**src/rtl/div_pkg.sv**
```systemverilog
// Shared types and constants for the radix-2 restoring divide/remainder unit.
package div_pkg;

    // op[1] selects the remainder, op[0] selects unsigned operation.
    typedef enum logic [1:0] {
        DIV_S = 2'b00,
        DIV_U = 2'b01,
        REM_S = 2'b10,
        REM_U = 2'b11
    } div_op_t;

    typedef enum logic [1:0] {
        IDLE = 2'b00,
        BUSY = 2'b01,
        DONE = 2'b10
    } div_state_t;

    // Native datapath width of the unit.
    localparam int DIV_XLEN = 32;

    // Corner-case results: divide by zero yields an all-ones quotient;
    // signed overflow (most negative / -1) yields the most negative quotient
    // and a zero remainder.
    localparam logic [DIV_XLEN-1:0] DIV0_QUO = '1;
    localparam logic [DIV_XLEN-1:0] OVF_QUO  = {1'b1, {(DIV_XLEN-1){1'b0}}};
    localparam logic [DIV_XLEN-1:0] OVF_REM  = '0;

endpackage

```
**src/rtl/div_unit_r32i_step.sv**
```systemverilog
// One restoring-division iteration: shift {rem,quo} left by one, trial-subtract
// the divisor from the widened partial remainder, keep the difference when there
// is no borrow and shift the resulting quotient bit in at quo[0].
module div_step #(
    parameter int W = 32
) (
    input  logic [W-1:0] rem_in,
    input  logic [W-1:0] quo_in,
    input  logic [W-1:0] divisor,
    output logic [W-1:0] rem_out,
    output logic [W-1:0] quo_out
);

    logic [W:0] shifted;
    logic       no_borrow;

    // Trial subtraction. The true difference is always below 2^W, so the
    // W-bit modular subtraction gives the exact new remainder.
    always_comb begin
        shifted   = {rem_in, quo_in[W-1]};
        no_borrow = (shifted >= {1'b0, divisor});
        rem_out   = no_borrow ? (shifted[W-1:0] - divisor) : shifted[W-1:0];
        quo_out   = {quo_in[W-2:0], no_borrow};
    end

endmodule

```
**src/rtl/div_unit_r32i.sv**
```systemverilog
// RV32M multi-cycle divide/remainder unit (DIV/DIVU/REM/REMU).
// Radix-2 restoring divider, one quotient bit per clock, start/ready/done handshake.
//
// Handshake: a request is accepted on a rising edge where start=1, ready=1 and
// flush=0; ready is high only while idle and a start while busy is dropped.
// done pulses for exactly one cycle with result valid; result then holds until
// the next completed operation overwrites it.
//
// Optional build macro DIV_FASTPATH_EN: divide-by-zero and signed-overflow
// requests skip the iterations and complete straight from the accepting edge.
module div_unit_r32i
    import div_pkg::*;
#(
    parameter int dataW = DIV_XLEN
) (
    input  logic             clock,
    input  logic             reset,
    input  logic             start,
    input  logic             flush,
    input  logic [1:0]       op,
    input  logic [dataW-1:0] A,
    input  logic [dataW-1:0] B,
    output logic             ready,
    output logic             done,
    output logic [dataW-1:0] result
);

    localparam int CNT_W = $clog2(dataW) + 1;
    localparam logic [CNT_W-1:0] LAST_ITER = CNT_W'(dataW - 1);

    // Corner-case constants resized to the configured width.
    localparam logic [dataW-1:0] QUO_DIV0 = {dataW{DIV0_QUO[0]}};
    localparam logic [dataW-1:0] QUO_OVF  = {OVF_QUO[DIV_XLEN-1], {(dataW-1){1'b0}}};
    localparam logic [dataW-1:0] REM_OVF  = {dataW{OVF_REM[0]}};
    localparam logic [dataW-1:0] ALL_ONES = {dataW{1'b1}};

    div_state_t       state, next_state;
    logic [CNT_W-1:0] cnt;
    logic [dataW-1:0] rem_q, quo_q, dvsr_q;
    div_op_t          op_q;
    logic             neg_quo_q, neg_rem_q, bzero_q, ovf_q;

    logic             accept, last_iter;
    logic             in_signed, a_neg, b_neg, in_bzero, in_ovf;
    logic [dataW-1:0] a_abs, b_abs;
    logic [dataW-1:0] step_rem, step_quo;
    logic [dataW-1:0] fix_quo, fix_rem, final_val;

    assign ready     = (state == IDLE);
    assign done      = (state == DONE);
    assign accept    = start & ready & ~flush;
    assign last_iter = (cnt == LAST_ITER);

    // Operand conditioning: magnitudes, result signs and corner-case detection.
    always_comb begin
        in_signed = ~op[0];
        a_neg     = in_signed & A[dataW-1];
        b_neg     = in_signed & B[dataW-1];
        a_abs     = a_neg ? (~A + 1'b1) : A;
        b_abs     = b_neg ? (~B + 1'b1) : B;
        in_bzero  = (B == '0);
        in_ovf    = in_signed & (A == QUO_OVF) & (B == ALL_ONES);
    end

    div_step #(.W(dataW)) u_step (
        .rem_in  (rem_q),
        .quo_in  (quo_q),
        .divisor (dvsr_q),
        .rem_out (step_rem),
        .quo_out (step_quo)
    );

    // Final sign fixup; corner cases override the raw iteration result.
    always_comb begin
        fix_quo = neg_quo_q ? (~step_quo + 1'b1) : step_quo;
        fix_rem = neg_rem_q ? (~step_rem + 1'b1) : step_rem;
        if (bzero_q) begin
            fix_quo = QUO_DIV0;
        end else if (ovf_q) begin
            fix_quo = QUO_OVF;
            fix_rem = REM_OVF;
        end
        final_val = op_q[1] ? fix_rem : fix_quo;
    end

`ifdef DIV_FASTPATH_EN
    logic [dataW-1:0] corner_val;
    logic             corner_in;

    // Direct result for requests that need no iterations.
    always_comb begin
        corner_in  = in_bzero | in_ovf;
        corner_val = op[1] ? (in_bzero ? A : REM_OVF)
                           : (in_bzero ? QUO_DIV0 : QUO_OVF);
    end
`endif

    // State register.
    always_ff @(posedge clock or posedge reset) begin
        if (reset) state <= IDLE;
        else       state <= next_state;
    end

    // Next-state logic; flush returns to IDLE from anywhere and beats start.
    always_comb begin
        next_state = state;
        case (state)
            IDLE: begin
                if (accept) begin
`ifdef DIV_FASTPATH_EN
                    next_state = corner_in ? DONE : BUSY;
`else
                    next_state = BUSY;
`endif
                end
            end
            BUSY:    if (last_iter) next_state = DONE;
            DONE:    next_state = IDLE;
            default: next_state = IDLE;
        endcase
        if (flush) next_state = IDLE;
    end

    // Datapath: operand capture on accept, one iteration per BUSY edge,
    // result load on the edge entering DONE.
    always_ff @(posedge clock or posedge reset) begin
        if (reset) begin
            cnt       <= '0;
            rem_q     <= '0;
            quo_q     <= '0;
            dvsr_q    <= '0;
            op_q      <= DIV_S;
            neg_quo_q <= 1'b0;
            neg_rem_q <= 1'b0;
            bzero_q   <= 1'b0;
            ovf_q     <= 1'b0;
            result    <= '0;
        end else if (accept) begin
            cnt       <= '0;
            rem_q     <= '0;
            quo_q     <= a_abs;
            dvsr_q    <= b_abs;
            op_q      <= div_op_t'(op);
            neg_quo_q <= a_neg ^ b_neg;
            neg_rem_q <= a_neg;
            bzero_q   <= in_bzero;
            ovf_q     <= in_ovf;
`ifdef DIV_FASTPATH_EN
            if (corner_in) result <= corner_val;
`endif
        end else if ((state == BUSY) && !flush) begin
            rem_q <= step_rem;
            quo_q <= step_quo;
            cnt   <= cnt + 1'b1;
            if (last_iter) result <= final_val;
        end
    end

endmodule

```
**config.mk**
```make
export PLATFORM = sky130hd
export DESIGN_NAME = div_unit_r32i
export DESIGN_NICKNAME = d
export VERILOG_FILES = /design/src/rtl/div_pkg.sv /design/src/rtl/div_unit_r32i_step.sv /design/src/rtl/div_unit_r32i.sv
export SDC_FILE = /design/constraint.sdc
export NUM_CORES = 1
export LEC_CHECK = 0
export BUFFER_PORTS_ARGS = -buffer_cell sky130_fd_sc_hd__clkbuf_2
export CAP_MARGIN = 20
export CORE_ASPECT_RATIO = 1.25
export CORE_MARGIN = 10
export CORE_UTILIZATION = 51
export CTS_CLUSTER_SIZE = 28
export DETAILED_ROUTE_END_ITERATION = 8
export PLACE_DENSITY = 0.7
export SETUP_SLACK_MARGIN = 0.5
export SYNTH_ARGS = -nofsm -noshare
export SYNTH_HDL_FRONTEND = slang
export SYNTH_HIERARCHICAL = 1
export SYNTH_SLANG_ARGS = --single-unit
```
**constraint.sdc**
```tcl
create_clock -name clock -period 6.1 [get_ports clock]
set_input_delay 0.305 -clock clock [delete_from_list [all_inputs] [get_ports clock]]
set_output_delay 0.305 -clock clock [all_outputs]
set_load 0.005 [all_outputs]
```
==> flow_summary.yaml <==
sta:
  rsz0062_at_grt: "false"
  worst_pin_slew_ps: 1064
  min_period_ps: 5262
  setup_tns_ps: 0
  timing_hold_violations_final: 0
  slew_headroom: 0.2909
  fmax_mhz: 190.0
  setup_viol: 0
  post-route-period-util: 0.8627
  slew_viol_final: 0
  finClkSkew_ps: 10.80
critical_path:
  cp-start-kind: "flop"
  end_kind: "flop"
  path_cells: "ha_1, and3_1, nand4_1, nor2_1, a31oi_1, a21boi_0, or2_2, buf_4, mux2_4, or4_4, nand4b_2, o41ai_2, xnor2_1, a221oi_1, o31ai_1"
  critPathSlowestCell: "a21boi_0"
  slowest_delay_ps: 790
  crit_type: "reg -> reg"
  crit_fanout: 15
  crit_required_ps: 6400
  cp.arrival_ps: 5570
  r2r_setup_slack_ps: 840
global_routing:
  grt_max_degree: 119
  grt.busiest_layer: "met2"
  antenna_found_initial: 0
  grt_pass1_vias: 10220
  grtUsageMet2: 0.3667
  use_met3: 0.04327
  grt_overflow: 0
  grt_pass1_wl_mm: 55.39
  grt_use_total: 0.2325
  grtUsageMet1: 0.3100
synth:
  synth_area_sq_um: 11480
  async_flop_share: 1.000
  synth_area_leaders: "dfrtp_1, xnor2_1, nand2_1, o21ai_0, a21oi_1"
  synth_nets: 1543
  syn_inst: 1434
  ys_ff_latch: 141
  synth_top_area_share: 0.3073
  syn_area_per_cell_sq_um: 8.006
  synth_simple_gate_area_frac: 0.2199
  ys.flop_type: "dfrtp_1"
  synth-compound-area-share: 0.2180
  yosysSeqAreaShare: 0.3073
  synth_top_family_by_area: "simple AND/OR/NAND/NOR gates"
  ys_warn_count: 6
  synth_edf_count: 0
  synthXorXnorAreaFrac: 0.1121
  synth_mux_area_frac: 0.02997
  yosysTopAreaCell: "dfrtp_1"
  synth_cell_types: 78
  synth-adder-area-share: 0.04316
floorplan:
  dieArea_sq_um: 28950
  fp.dieH_microns: 187.8
  core_area_sq_um: 22210
  pin_count: 104
  rows: 61
  start_util: 0.5169
  die_w_microns: 154.2
cts:
  insertion_delay_ps: 430
  cts_tree: "done"
  clock_sinks: 141
  cts_setup_buffers: 0
  cts_max_level: 4
  cts_buffer_depth: 2
  cts_resized: 0
  ctsHoldBuffers: 0
  path_clk_slew_ps: 60
  cts-root-buf: "clkbuf_16"
  cts_buffers: 17
flow_run:
  maxCapViolCount: 0
cells_and_area:
  antenna_cells: 0
  fin_nets: 1570
  regArea_sq_um: 3528
  syn2layout_area_growth_pct: 8.980
  drive_gt1_frac: 0.1352
  mostFrequentLayoutCells: "nand2_1, dfrtp_1, o21ai_0, a21oi_1, xnor2_1"
  multi_input_area_sq_um: 7177
  layout_commonest_cell: "nand2_1"
  fill_cells: 2090
  fin_util: 0.5633
routing:
  wire_per_inst_microns: 19.54
  ant_nets: 0
  drt_wl_total_mm: 34.30
  vias: 10580
  routed_via_density: 6.026
  drt_iter0_drc: 860
  first_pass_iters: 5
  route.detailed.drc: 0
pwr:
  power_leakage_nw: 5.548
  p_per_area_nw_per_um2: 268.3
  ir_worst_vdd_v: 0.0001941
  power.total_mw: 3.357
run_status:
  status: "completed"
hold_path:
  hp-class: "in -> async"
placed_design:
  gp_congestion: 0.9199
  portBuffers: 103
  dp_hpwl_mm: 25.69
-- metal layers --
| metal | vias to the layer above | wire, microns |
|---|---|---|
| met5 | - | 0 |
| met2 | 389 | 16010 |
| met3 | 52 | 2236 |
| met4 | 0 | 850 |
| li1 | 5096 | - |
| met1 | 5038 | 15200 |
-- synth_stat cells (5+ instances only) --
cell type and count:
nand3_1 16, o31ai_1 32, a21boi_0 5, and3_1 20, clkbuf_1 64, ha_1 38
a22oi_1 6, or4_1 11, a211oi_1 8, xnor2_1 106, nand2_1 236, nor2_1 100
nor3_1 22, a21o_1 10, o21ai_0 124, xor2_1 41, o41ai_1 20, a21oi_1 107
nand2b_1 15, and2_1 7, mux2_4 20, o31a_1 5, dfrtp_1 141, nor2b_1 13
a31oi_1 35, or3_1 15, nand4_1 16, buf_4 33, nand3b_1 6, o21bai_1 6
nor4_1 14, inv_1 54, o21a_1 10, o211ai_1 9
-- final cells by class --
cell class                      count  share of cell area
Clock inverter                     11             0.01340
Clock buffer                       19             0.03620
Inverter                           55             0.01690
Timing Repair Buffer              117             0.04960
Tap cell                          283             0.02830
Sequential cell                   141              0.2820
Multi-Input combinational cell   1129              0.5736
-- state kept, by name (all words and copies together) (netlist names), 2 cells and up --
signal  count
quo_q      32
rem_q      32
cnt         6
result     32
state       2
dvsr_q     32
-- logic make-up after synthesis --
logic type | Yosys count
compound gates | 400
xor+xnor | 147
fa+ha+maj | 39
buf+inv | 164
flops | 141
mux | 24
simple gates | 519
-- power by group --
group          internal, mW  switching [mW]  total (mW)
sequential             1.05           0.176        1.23
clock                 0.700           0.419        1.12
combinational         0.406           0.606        1.01
total                  2.16            1.20        3.36
-- worst max-delay path: cells and delay by family, from the launching register on --
family	cells	cell delay [ps]
compound gates	5	1760
mux	1	360
xor+xnor	1	100
fa+ha+maj	1	390
flops	1	400
buf+inv	1	350
simple gates	6	1760
-- final timing paths --
path / from / to / cells after the start
worst max-delay path: rem_q[24] / result[31] / 15
worst min-delay path: reset / result[9] / 2
worst max register to register: rem_q[24] / result[31] / 15
worst min register to register: dvsr_q[15] / dvsr_q[15] / 2
max in group asynchronous: reset / dvsr_q[10] / 3
min in group clock: op[1] / op_q[1] / 3
-- metrics by stage --
step,area [sq um],setup WS [ps],cells,hold slack (ps)
after floorplan,11480,1618,1434,400.8
after global placement,11870,914.3,1724,463.8
after detailed placement,11870,747.8,1724,469.8
after CTS,12490,725.6,1754,64.49
after global routing,12510,501.5,1755,108.8
final,12510,837.5,1755,32.22
(Power assumes the default switching activity.)
